File: config.mk
export PLATFORM = sky130hd
export DESIGN_NAME = vga_sync_gen
export DESIGN_NICKNAME = d
export VERILOG_FILES = /design/src/rtl/vga_sync_gen.sv
export SDC_FILE = /design/constraint.sdc
export NUM_CORES = 1
export LEC_CHECK = 0
export CAP_MARGIN = 30
export CELL_PAD_IN_SITES_DETAIL_PLACEMENT = 2
export CELL_PAD_IN_SITES_GLOBAL_PLACEMENT = 2
export CORE_MARGIN = 1
export CORE_UTILIZATION = 32
export DETAILED_ROUTE_END_ITERATION = 12
export PLACE_DENSITY_LB_ADDON = 0.1
export SLEW_MARGIN = 40
export SYNTH_ARGS = -nofsm -noshare
export SYNTH_HDL_FRONTEND = slang
export SYNTH_SLANG_ARGS = --single-unit
File: constraint.sdc
create_clock -name clk -period 8.5 [get_ports clk]
set_clock_uncertainty 0.05 [all_clocks]
set_input_delay 1.275 -clock clk [delete_from_list [all_inputs] [get_ports clk]]
set_output_delay 1.275 -clock clk [all_outputs]
set_load 0.02 [all_outputs]
File: src/rtl/vga_sync_gen.sv
// VGA timing generator: pixel-rate divider, h/v counters and phase FSMs, registered sync/blank.
// Define VGA_FRAME_CNT_EN to build the completed-frame counter; otherwise frame_cnt reads 0.
module vga_sync_gen #(
  parameter int H_ACTIVE = 640,
  parameter int H_FP     = 16,
  parameter int H_SYNC   = 96,
  parameter int H_BP     = 48,
  parameter int V_ACTIVE = 480,
  parameter int V_FP     = 10,
  parameter int V_SYNC   = 2,
  parameter int V_BP     = 33,
  parameter int CLK_DIV  = 2
) (
  input  logic               clk,
  input  logic               rst_n,
  output logic signed [10:0] hcount,
  output logic signed [10:0] vcount,
  output logic               blank,
  output logic               hsync,
  output logic               vsync,
  output logic               pix_tick,
  output logic               frame_start,
  output logic [15:0]        frame_cnt
);

  localparam int H_TOTAL = H_ACTIVE + H_FP + H_SYNC + H_BP;
  localparam int V_TOTAL = V_ACTIVE + V_FP + V_SYNC + V_BP;

  localparam logic [10:0] H_LAST      = 11'(H_TOTAL - 1);
  localparam logic [10:0] H_FP_START  = 11'(H_ACTIVE);
  localparam logic [10:0] H_SYN_START = 11'(H_ACTIVE + H_FP);
  localparam logic [10:0] H_BP_START  = 11'(H_ACTIVE + H_FP + H_SYNC);
  localparam logic [10:0] V_LAST      = 11'(V_TOTAL - 1);
  localparam logic [10:0] V_FP_START  = 11'(V_ACTIVE);
  localparam logic [10:0] V_SYN_START = 11'(V_ACTIVE + V_FP);
  localparam logic [10:0] V_BP_START  = 11'(V_ACTIVE + V_FP + V_SYNC);
  localparam logic [2:0]  DIV_LAST    = 3'(CLK_DIV - 1);

  typedef enum logic [1:0] {H_ACT, H_FRONT, H_SYN, H_BACK} h_state_t;
  typedef enum logic [1:0] {V_ACT, V_FRONT, V_SYN, V_BACK} v_state_t;

  logic [2:0]  div_cnt;
  logic [10:0] h_cnt, v_cnt;
  logic [10:0] h_next, v_next;
  logic        pix_en, h_wrap, v_wrap, frame_wrap;
  h_state_t    h_state, h_state_nxt;
  v_state_t    v_state, v_state_nxt;

  always_comb begin
    pix_en     = (div_cnt == DIV_LAST);
    h_wrap     = (h_cnt == H_LAST);
    v_wrap     = (v_cnt == V_LAST);
    frame_wrap = pix_en && h_wrap && v_wrap;
    h_next     = h_wrap ? 11'd0 : h_cnt + 11'd1;
    v_next     = v_wrap ? 11'd0 : v_cnt + 11'd1;
  end

  // Phase FSMs look at the counter values about to be loaded, so the registered
  // sync/blank outputs land on the same edge as the counters they describe.
  always_comb begin
    // NOTE: every comb output gets a default first, so no path leaves it unassigned (no latch).
    h_state_nxt = h_state;
    v_state_nxt = v_state;
    if (pix_en) begin
      unique case (h_state)
        H_ACT:   if (h_next == H_FP_START)  h_state_nxt = H_FRONT;
        H_FRONT: if (h_next == H_SYN_START) h_state_nxt = H_SYN;
        H_SYN:   if (h_next == H_BP_START)  h_state_nxt = H_BACK;
        H_BACK:  if (h_next == 11'd0)       h_state_nxt = H_ACT;
      endcase
      if (h_wrap) begin
        unique case (v_state)
          V_ACT:   if (v_next == V_FP_START)  v_state_nxt = V_FRONT;
          V_FRONT: if (v_next == V_SYN_START) v_state_nxt = V_SYN;
          V_SYN:   if (v_next == V_BP_START)  v_state_nxt = V_BACK;
          V_BACK:  if (v_next == 11'd0)       v_state_nxt = V_ACT;
        endcase
      end
    end
  end

  // NOTE: sequential state uses non-blocking assignments so every register samples pre-edge values.
  always_ff @(posedge clk) begin
    if (!rst_n) begin
      div_cnt     <= '0;
      h_cnt       <= '0;
      v_cnt       <= '0;
      h_state     <= H_ACT;
      v_state     <= V_ACT;
      blank       <= 1'b0;
      hsync       <= 1'b1;
      vsync       <= 1'b1;
      pix_tick    <= 1'b0;
      frame_start <= 1'b0;
    end else begin
      div_cnt     <= pix_en ? 3'd0 : div_cnt + 3'd1;
      pix_tick    <= pix_en;
      frame_start <= frame_wrap;
      if (pix_en) begin
        h_cnt <= h_next;
        if (h_wrap) v_cnt <= v_next;
      end
      h_state <= h_state_nxt;
      v_state <= v_state_nxt;
      blank   <= !((h_state_nxt == H_ACT) && (v_state_nxt == V_ACT));
      hsync   <= (h_state_nxt != H_SYN);
      vsync   <= (v_state_nxt != V_SYN);
    end
  end

  assign hcount = h_cnt;
  assign vcount = v_cnt;

`ifdef VGA_FRAME_CNT_EN
  logic [15:0] frame_cnt_q;

  always_ff @(posedge clk) begin
    if (!rst_n)          frame_cnt_q <= '0;
    else if (frame_wrap) frame_cnt_q <= frame_cnt_q + 16'd1;
  end

  assign frame_cnt = frame_cnt_q;
`else
  assign frame_cnt = '0;
`endif

endmodule
==> run_results.csv <==
group,metric,value,unit
outcome,outcome,"finished, final reports clean",
floorplan,die-area,7690,um^2
cts,clk_path_buf_depth,2,
yosys,synth_top_cell_by_area,"dfxtp_1",
cts,htree_levels,2,
yosys,synth_warnings,0,
floorplan,die_w,87.7,um
yosys,synthXorXnorAreaFrac,0.0671,
layout,ff_latch_area,681,um^2
yosys,synth_area_leaders,"dfxtp_1, buf_4, xnor2_1",
yosys,synth.ff_latch_count,34,
layout,finish.utilization,0.391,
yosys,synthSimpleGateAreaFrac,0.300,
job,drv_cap,0,
cts,cts_resized,0,
yosys,yosysMostFrequentCell,"dfxtp_1",
timing,setup_viol,0,
yosys,synth_top_family_by_area,"simple AND/OR/NAND/NOR gates",
layout,antenna_cells,0,
floorplan,io_pins,45,
global_routing,grt_max_degree,28,
yosys,synth_edf_count,0,
timing,fin_crit_sh,0.380,
layout,fillerInstances,818,
min_path,holdCritPathClass,"reg -> reg",
timing,timing.setup.tns,0,ns
worst_setup_path,worstPathRequired,8.62,ns
yosys,syn-cell-area,2350,um^2
timing,final.min_clock_period,3.23,ns
yosys,synth_mux_area_frac,0,
routing,dr.pass1.iters,4,
floorplan,start_util,0.338,
routing,viasPerCell,5.41,
layout,layout-drive-gt1-share,0.0508,
routing,drc,0,
worst_setup_path,crit_arrival,3.36,ns
worst_setup_path,reg2reg_slack,5.27,ns
placed_design,portBuffers,28,
worst_setup_path,cp_slowest_cell,"dfxtp_1",
placed_design,dp_hpwl,5190,um
worst_setup_path,critPathCaptureType,"flop",
routing,ant_nets,0,
yosys,ys_seq_area_frac,0.290,
power_and_ir_drop,peakVddDrop,0.0689,mV
yosys,synth.distinct_cells,55,
floorplan,dieHeight,87.7,um
floorplan,num_rows,30,
global_routing,overflow,0,
global_routing,grt_use_total,0.199,
worst_setup_path,cp-start-kind,"flop",
worst_setup_path,path_max_fanout,11,
cts,cts_tree,"built",
timing,fmax,309,MHz
cts,insertion_delay,0.29,ns
timing,worstMarginPinSlew,0.565,ns
cts,cts_sinks,34,
cts,hold_buffers,0,
yosys,syn_area_per_cell,7.83,um^2
yosys,synth_compound_area_frac,0.206,
layout,syn_to_final_growth,15.7,%
yosys,synth_commonest_cells,"dfxtp_1, nand2_1, nand3_1, o21ai_0, buf_4",
worst_setup_path,crit_type,"reg -> reg",
yosys,yosysTopAreaCellShare,0.290,
worst_setup_path,crit_path_cell_trace,"ha_1 -> nand3_1 -> a2111oi_0 -> a41o_1 -> o211ai_1 -> or3_1 -> a311o_1 -> o41a_1",
cts,cts_made_buffers,5,
floorplan,core,6940,um^2
layout,multi_input_area,1470,um^2
cts,cts_root_buf,"clkbuf_8",
routing,wl_per_cell,17.3,um
timing,hold_slack,0.412,ns
routing,first_iter_violations,42,
cts,path_clk_slew,0.07,ns
timing,slew_headroom,0.623,
timing,final_hold_viol_count,0,
placed_design,gp_congestion,0.788,
yosys,synthArstFlopShare,0,
global_routing,grt_pass1_wl,11700,um
layout,final_area,2720,um^2
cts,post-cts-setup-buffers,0,
power_and_ir_drop,p_leak,0.882,nW
yosys,netlist_instances,300,
timing,drv_slew,0,
routing,wirelength,7120,um
routing,num_vias,2225,
placed_design,place_area,2600,um^2
layout,nNetsFinal,322,
yosys,synthAdderAreaFrac,0.0266,
worst_setup_path,cp_slowest_stage_delay,0.55,ns
power_and_ir_drop,cellPowerDensity,132,nW/um^2
yosys,synth-main-ff-cell,"dfxtp_1",
global_routing,grt_pass1_vias,2245,
global_routing,antenna_found_initial,0,
timing,rsz0062_at_grt,"no",
## cell type report
type | instances | area share
inverters | 12 | 0.0166
clock inverters | 1 | 0.0111
flip-flops and latches | 34 | 0.251
repair buffers | 29 | 0.106
well taps | 96 | 0.0442
multi-input cells | 233 | 0.541
clock buffers | 6 | 0.0304
## metrics by stage
step	cells	power [W]	worst slack, ns
floorplan	315	0.000202	5.62
global placement	404	0.000208	5.38
detailed placement	404	0.000209	5.30
CTS	411	0.000365	5.27
global route	411	0.000375	5.08
finish	411	0.000359	5.27
## cell families (layout without fill, tap and decap cells)
family,count (synthesis),after routing
AND/OR/NAND/NOR,126,126
other,1,16
XOR/XNOR,18,18
AO/OA/AOI/OAI,68,68
buffers and inverters,48,48
flip-flops,34,34
adder cells (fa/ha/maj),5,5
## registers in the layout, indices dropped and copies added (netlist names)
name and count:
vcount 11, hcount 11, pix_tick 1, hsync 1
div_cnt 3, frame_start 1, vsync 1, blank 1
h_state 2, v_state 2
## cell usage in the layout, fill, tap and decap left out, types with 4 or more instances in the layout
| cell | synthesis | final |
|---|---|---|
| dfxtp_1 | 34 | 34 |
| clkdlybuf4s50_1 | 0 | 28 |
| nand2_1 | 25 | 25 |
| nand3_1 | 17 | 17 |
| o21ai_0 | 17 | 17 |
| conb_1 | 1 | 16 |
| nor2_1 | 15 | 15 |
| and2_1 | 13 | 13 |
| xnor2_1 | 12 | 12 |
| inv_1 | 11 | 11 |
| nand4_1 | 11 | 11 |
| nor3_1 | 10 | 10 |
| xor2_1 | 6 | 6 |
| nor2b_1 | 6 | 6 |
| or3_1 | 6 | 6 |
| o31ai_1 | 6 | 6 |
| a21boi_0 | 6 | 6 |
| clkbuf_8 | 0 | 6 |
| a21oi_1 | 5 | 5 |
| ha_1 | 5 | 5 |
| o2111ai_1 | 4 | 4 |
## worst max-delay path, delay by kind of cell, from the launching register on
family | cells | cell delay [ns]
AO/OA/AOI/OAI | 5 | 1.51
adder cells (fa/ha/maj) | 1 | 0.34
flip-flops | 1 | 0.55
AND/OR/NAND/NOR | 2 | 0.67
## final timing paths
path	end	start	cells after the start
max	blank	vcount[1]	8
min	div_cnt[0]	div_cnt[0]	1
max reg2reg	blank	vcount[1]	8
min reg2reg	div_cnt[0]	div_cnt[0]	1
## where the power goes
group	internal, W	switching [W]
Clock	0.0000938	0.0000598
Combinational	0.0000114	0.0000250
Sequential	0.000164	0.00000472
Total	0.000269	0.0000895
## metal layers
metal | wire length, um | global-route usage | vias up
met3 | 137 | 0.0283 | 5
met2 | 3650 | 0.363 | 34
met1 | 3260 | 0.244 | 1102
met4 | 70 | 0.0492 | 0
met5 | 0 | 0 | -
li1 | - | - | 1084
Note: power is estimated with default switching activity, not from simulation.
